--- config.mk ---
export PLATFORM = sky130hd
export DESIGN_NAME = mult_pipe_ctrl
export DESIGN_NICKNAME = d
export VERILOG_FILES = /design/src/rtl/vi_mult_pkg.sv /design/src/rtl/mult_hazard_cmp.sv /design/src/rtl/mult_pipe_ctrl.sv
export SDC_FILE = /design/constraint.sdc
export NUM_CORES = 1
export LEC_CHECK = 0
export BUFFER_PORTS_ARGS = -buffer_cell sky130_fd_sc_hd__buf_2
export CAP_MARGIN = 15
export CORE_MARGIN = 8
export CORE_UTILIZATION = 59
export DETAILED_ROUTE_END_ITERATION = 7
export PLACE_DENSITY = 0.85
export RECOVER_POWER = 100
export SETUP_SLACK_MARGIN = 0.3
export SYNTH_ARGS = -nofsm -noshare
export SYNTH_HDL_FRONTEND = slang
export SYNTH_SLANG_ARGS = --single-unit
--- constraint.sdc ---
create_clock -name clk_i -period 4.6 [get_ports clk_i]
set_input_delay 0.23 -clock clk_i [delete_from_list [all_inputs] [get_ports clk_i]]
set_output_delay 0.23 -clock clk_i [all_outputs]
set_load 0.005 [all_outputs]
--- src/rtl/vi_mult_pkg.sv ---
// Shared multiplier pipeline types and defaults.
// Used by the control block and by the stage latches.
package vi_mult_pkg;

  localparam int MULT_STAGES = 5;
  localparam int REG_AW      = 5;

  typedef struct packed {
    logic              vld;
    logic [REG_AW-1:0] rd;
  } stage_t;

endpackage

--- src/rtl/mult_hazard_cmp.sv ---
// Compares one operand against the rd of every in-flight stage.
// Stages holding rd 0 never count, since x0 is never written.
module mult_hazard_cmp #(
  parameter int N  = 5,
  parameter int AW = 5
) (
  input  logic          en,
  input  logic [AW-1:0] addr,
  input  logic [N-1:0]  vld,
  input  logic [N*AW-1:0] rd,
  output logic          hit
);

  always_comb begin
    hit = 1'b0;
    for (int k = 0; k < N; k++) begin
      if (en && vld[k] &&
          (rd[k*AW +: AW] != '0) &&
          (rd[k*AW +: AW] == addr))
        hit = 1'b1;
    end
  end

endmodule

--- src/rtl/mult_pipe_ctrl.sv ---
// Multiplier pipeline control: issue, RAW/WAW hazard stall,
// stage valid tracking and write-port arbitration.
module mult_pipe_ctrl #(
  parameter int MULT_STAGES = vi_mult_pkg::MULT_STAGES,
  parameter int REG_AW      = vi_mult_pkg::REG_AW
) (
  input  logic                   clk_i,
  input  logic                   rsn_i,
  input  logic                   issue_valid_i,
  input  logic [REG_AW-1:0]      issue_rd_i,
  input  logic [REG_AW-1:0]      dec_rs1_i,
  input  logic [REG_AW-1:0]      dec_rs2_i,
  input  logic                   dec_use_rs1_i,
  input  logic                   dec_use_rs2_i,
  input  logic                   flush_i,
  input  logic                   alu_wb_valid_i,
  output logic                   issue_accept_o,
  output logic                   stall_dec_o,
  output logic [MULT_STAGES-1:0] stage_valid_o,
  output logic                   alu_wb_ready_o,
  output logic                   wb_valid_o,
  output logic                   wb_sel_o,
  output logic [REG_AW-1:0]      wb_addr_o,
  output logic [3:0]             inflight_o
);

  import vi_mult_pkg::*;

  stage_t st [MULT_STAGES];

  logic [MULT_STAGES-1:0]        vld;
  logic [MULT_STAGES*REG_AW-1:0] rd_flat;
  logic                          hit_rs1;
  logic                          hit_rs2;
  logic                          hit_rd;
  logic [3:0]                    cnt;

  for (genvar k = 0; k < MULT_STAGES; k++) begin : g_flat
    assign vld[k] = st[k].vld;
    assign rd_flat[k*REG_AW +: REG_AW] = st[k].rd;
  end

  mult_hazard_cmp #(.N(MULT_STAGES), .AW(REG_AW)) u_cmp_rs1 (
    .en   (dec_use_rs1_i),
    .addr (dec_rs1_i),
    .vld  (vld),
    .rd   (rd_flat),
    .hit  (hit_rs1)
  );

  mult_hazard_cmp #(.N(MULT_STAGES), .AW(REG_AW)) u_cmp_rs2 (
    .en   (dec_use_rs2_i),
    .addr (dec_rs2_i),
    .vld  (vld),
    .rd   (rd_flat),
    .hit  (hit_rs2)
  );

  mult_hazard_cmp #(.N(MULT_STAGES), .AW(REG_AW)) u_cmp_rd (
    .en   (issue_valid_i),
    .addr (issue_rd_i),
    .vld  (vld),
    .rd   (rd_flat),
    .hit  (hit_rd)
  );

  assign stall_dec_o    = hit_rs1 | hit_rs2 | hit_rd;
  assign issue_accept_o = issue_valid_i & ~stall_dec_o & ~flush_i;

  // Flush kills the youngest multiply as it leaves stage 1.
  always_ff @(posedge clk_i) begin
    if (!rsn_i) begin
      for (int k = 0; k < MULT_STAGES; k++)
        st[k] <= '0;
    end else begin
      st[0].vld <= issue_accept_o;
      st[0].rd  <= issue_rd_i;
      st[1].vld <= st[0].vld & ~flush_i;
      st[1].rd  <= st[0].rd;
      for (int k = 2; k < MULT_STAGES; k++)
        st[k] <= st[k-1];
    end
  end

  always_comb begin
    cnt = '0;
    for (int k = 0; k < MULT_STAGES; k++)
      cnt = cnt + 4'(vld[k]);
  end

  assign inflight_o     = cnt;
  assign stage_valid_o  = vld;
  assign wb_sel_o       = vld[MULT_STAGES-1];
  assign alu_wb_ready_o = ~vld[MULT_STAGES-1];
  assign wb_valid_o     = vld[MULT_STAGES-1] | alu_wb_valid_i;
  assign wb_addr_o      = vld[MULT_STAGES-1] ?
                          st[MULT_STAGES-1].rd : '0;

endmodule
After elaboration in Yosys (flattened, before gate mapping) --
Memory sizes are Yosys's and may differ from the RTL's. Cells that the tools add are included.
Word-level totals: bits in registers 0, bits in writable memories 30, input port bits 22, output and inout port bits 19, logic and storage cells 111, memories kept 1
Operators by class: $add $sub $neg 4, equality and inequality tests 15, multiplexer cells 25, bitwise gates (word level) 16, reduce and logical (&&, ||, !) cells 50
Memory list:
- st | depth 5, width 6, read ports 5, clocked after Yosys merged registers in 0, wr ports 5, RTL line mult_pipe_ctrl.sv:29 | stage_t st [MULT_STAGES];
Operator list (number):
- 5-bit == test | 15
- 1-bit logical AND | 45
- 5-bit nonzero test | 5
- 1-bit 2-to-1 mux | 19
- 6-bit 2-to-1 mux | 3
- 5-bit 2-to-1 mux | 3
- 1-bit bitwise OR | 10
- 3-bit by 1-bit adder with 4-bit output | 1
- 4-bit by 1-bit adder with 4-bit output | 1
- 2-bit by 1-bit adder with 3-bit output | 1
- 1-bit bitwise AND | 3
- 1-bit inverter | 3
- 1-bit by 1-bit adder with 2-bit output | 1

Depth between registers and ports, before layout --
An unclocked memory read counts as a cell.
word-level depth 15, mapped depth 6, gate-level depth less buffers 5

Hierarchy --
From an unflattened synthesis, not the netlist that was laid out.
Second synthesis, totals: cell total of the unflattened synthesis 245, area, all modules 2180.8 µm²
Modules (own cells, without submodules):
- mult_hazard_cmp | times used 3, cells an instance 54, area each 406.6 µm², sequential area each 0.0 µm²
- mult_pipe_ctrl | times used 1, cells an instance 83, area each 960.9 µm², sequential area each 600.6 µm²

Worst setup path before layout --
OpenSTA, ideal clock, no wires.
path type register to output, from memory st[0][19] (netlist name), to output stall_dec_o, arrival time 1.948 ns, data required time 4.370 ns, path slack 2.422 ns, stages on the path, launching flop included 6, buffers on the path 0, cell sequence dfxtp_1 or4_1 o21a_1 and4_1 a211o_1 or4_1
RTL lines:
- from (decl) | RTL line mult_pipe_ctrl.sv:29
- to (decl) | RTL line mult_pipe_ctrl.sv:18 | output logic stall_dec_o,

==> flow_summary.ini <==
[final_layout]
final_common_cell = xnor2_1
area_delta_synth_final_pct = 11.9
layout.cells.most_common_list = xnor2_1 (56), dfxtp_1 (30), buf_2 (29)
fin_nets = 275
largest-register = st
diodes = 0
largest_reg_flops = 30
fillCellCount = 281
reg_top3 = st (30)
final_layout_size_suffix_gt1_frac = 0.159

[worst_setup_path]
crit_type = flip-flop to primary output
rr_startpoint = st[0][19]
r2r_end = st[0][5]
crit_start = st[0][19]
r2r_cells = 5
cp.arrival_ns = 2.54
end_kind = primary output
rrSetupSlack_ns = 2.67
cp-start-kind = flip-flop
path_max_fanout = 5
cp.required_ns = 4.37

[sta]
setup_tns_ns = 0
slew-limit-headroom = 0.305
slew_violations = 0
max_clock_freq_mhz = 361
fin_ws_ns = 1.83
tightest_slew_ns = 1.04
setup_violations = 0
fin_skew_ns = 0.0100
min_period_over_period = 0.602
hold_viol_final = 0
grt_setup_unrepaired = false
period_needed_ns = 2.77

[worst_hold_path]
holdPathEnd = st[0][11]
hold_path_depth = 2
hp-class = input port to flip-flop
holdCritStartpoint = flush_i

[run_status]
status = completed

[die]
die_w_microns = 74.0
initial_core_util = 0.603
die_area_sq_mm = 0.00547
core_area_sq_mm = 0.00328
rows = 21
die_h_microns = 74.0
ioPinCount = 41

[place]
gp_congestion = 0.919
io_buffer_count = 39
dp_hpwl_microns = 3860
pre_cts_slack_ns = 2.23

[clock_network]
post_cts_resized = 0
cts.path.max_buffers = 2
cts_setup_buffers = 0
clk_latency_ns = 0.34
cts_tree = built
cts_sinks = 30
root_buffer = clkbuf_4
cts_max_level = 2
clk_pin_slew_ns = 0.11
cts_hold_buf = 0
cts_buffers = 5

[grt]
antenna_found_initial = 0
grt_max_degree = 31
grt_overflow = 0
grt_use_total = 0.205
grt_pass1_wl_microns = 8370
grt_pass1_vias = 1702

[yosys]
synth-seq-cells = 30
syn-instance-count = 224
ys_types = 29
syn_nets = 249
netlist_area_sq_mm = 0.00198
avgSynthCellArea_sq_um = 8.85
seq_area_frac_synth = 0.303
synth.yosys.warnings = 0

[power]
power.density_mw_per_mm2 = 268
leakagePower_nw = 0.866
ir_drop_mv = 0.200

[drt]
routed_wl_microns = 5320
firstDrtPassIters = 4
drc_errors = 0
wl_per_cell_microns = 17.9
via_per_inst = 5.57
antenna_left = 0
drtIter0Drc = 111
num_vias = 1653

[run]
max_cap_violations = 0
## kinds of logic after synthesis
family                     after synthesis  share of synthesized area
buffers and inverters                   21                     0.0436
DFF                                     30                      0.303
AOI/OAI and AO/OA                       12                     0.0473
adders and majority gates                3                     0.0265
and+or+nand+nor                         82                      0.246
other                                    1                    0.00189
xor gates and xnor gates                75                      0.331
## worst max-delay path by stage
stage,endpoint,slack (ns),depth (start not counted)
after floorplan,stall_dec_o,2.42,5
after global placement,stall_dec_o,2.25,6
after detailed placement,stall_dec_o,2.23,6
after CTS,stall_dec_o,1.84,6
after global routing,stall_dec_o,1.73,6
final,stall_dec_o,1.83,6
## routing by layer
metal  up-vias  share of wire  track usage
met4         0          0.022       0.0998
met5         -              0            0
li1        791              -            -
met1       788           0.39        0.223
met2        59           0.51        0.354
met3        15          0.081       0.0620
## critical path, cell delays in order, from the launching register on
cell      delay, ns
dfxtp_1        0.38
or4_1          0.55
o21a_1         0.19
and4_1         0.17
a211o_1        0.29
or4_1          0.48
clkbuf_1       0.13
## final cells by class
type,instances,area [sq um],area share
clock buffers,6,41.3,0.0186
clock inverters,2,37.5,0.0169
repair buffers,39,183,0.0823
multi-input cells,173,1290,0.584
flip-flops and latches,30,601,0.271
inverters,1,3.75,0.00169
well taps,46,57.6,0.0259
## where the power goes
part | switching (W) | total [W] | internal, W | leakage [nW]
logic | 0.0000512 | 0.0000980 | 0.0000468 | 0.583
registers | 0.0000128 | 0.000280 | 0.000267 | 0.245
clock network | 0.000103 | 0.000218 | 0.000115 | 0.0385
total | 0.000167 | 0.000595 | 0.000428 | 0.866
## metrics by stage
stage	total power, W	cell area, sq um	hold slack [ns]	std cells	utilization
2_1_floorplan	0.000356	1980	0.429	224	-
6_report	0.000595	2220	0.178	297	0.675
5_1_grt	0.000619	2220	0.168	297	0.675
3_3_place_gp	0.000380	2150	0.525	289	0.655
3_5_place_dp	0.000383	2150	0.541	289	0.655
4_1_cts	0.000595	2230	0.177	297	0.679
## synth_stat cells (all sizes together)
library cell  count  area share
a211o             1      0.0044
a21oi             1      0.0025
a22o              1      0.0051
a32o              1      0.0051
and2             34        0.11
and3b             1      0.0044
and4              2      0.0088
buf               2      0.0076
clkbuf           18       0.034
conb              1      0.0019
dfxtp            30        0.30
fa                2       0.020
ha                1      0.0063
inv               1      0.0019
nand2            12       0.023
nand3             1      0.0025
nand4            15       0.047
nor2              2      0.0038
nor2b             1      0.0032
nor3              2      0.0051
nor4              7       0.022
o21a              3       0.011
o22ai             5       0.019
or2               1      0.0032
or4               4       0.015
xnor2            56        0.25
xor2             19       0.084
Note: power is estimated with default switching activity, not from simulation.
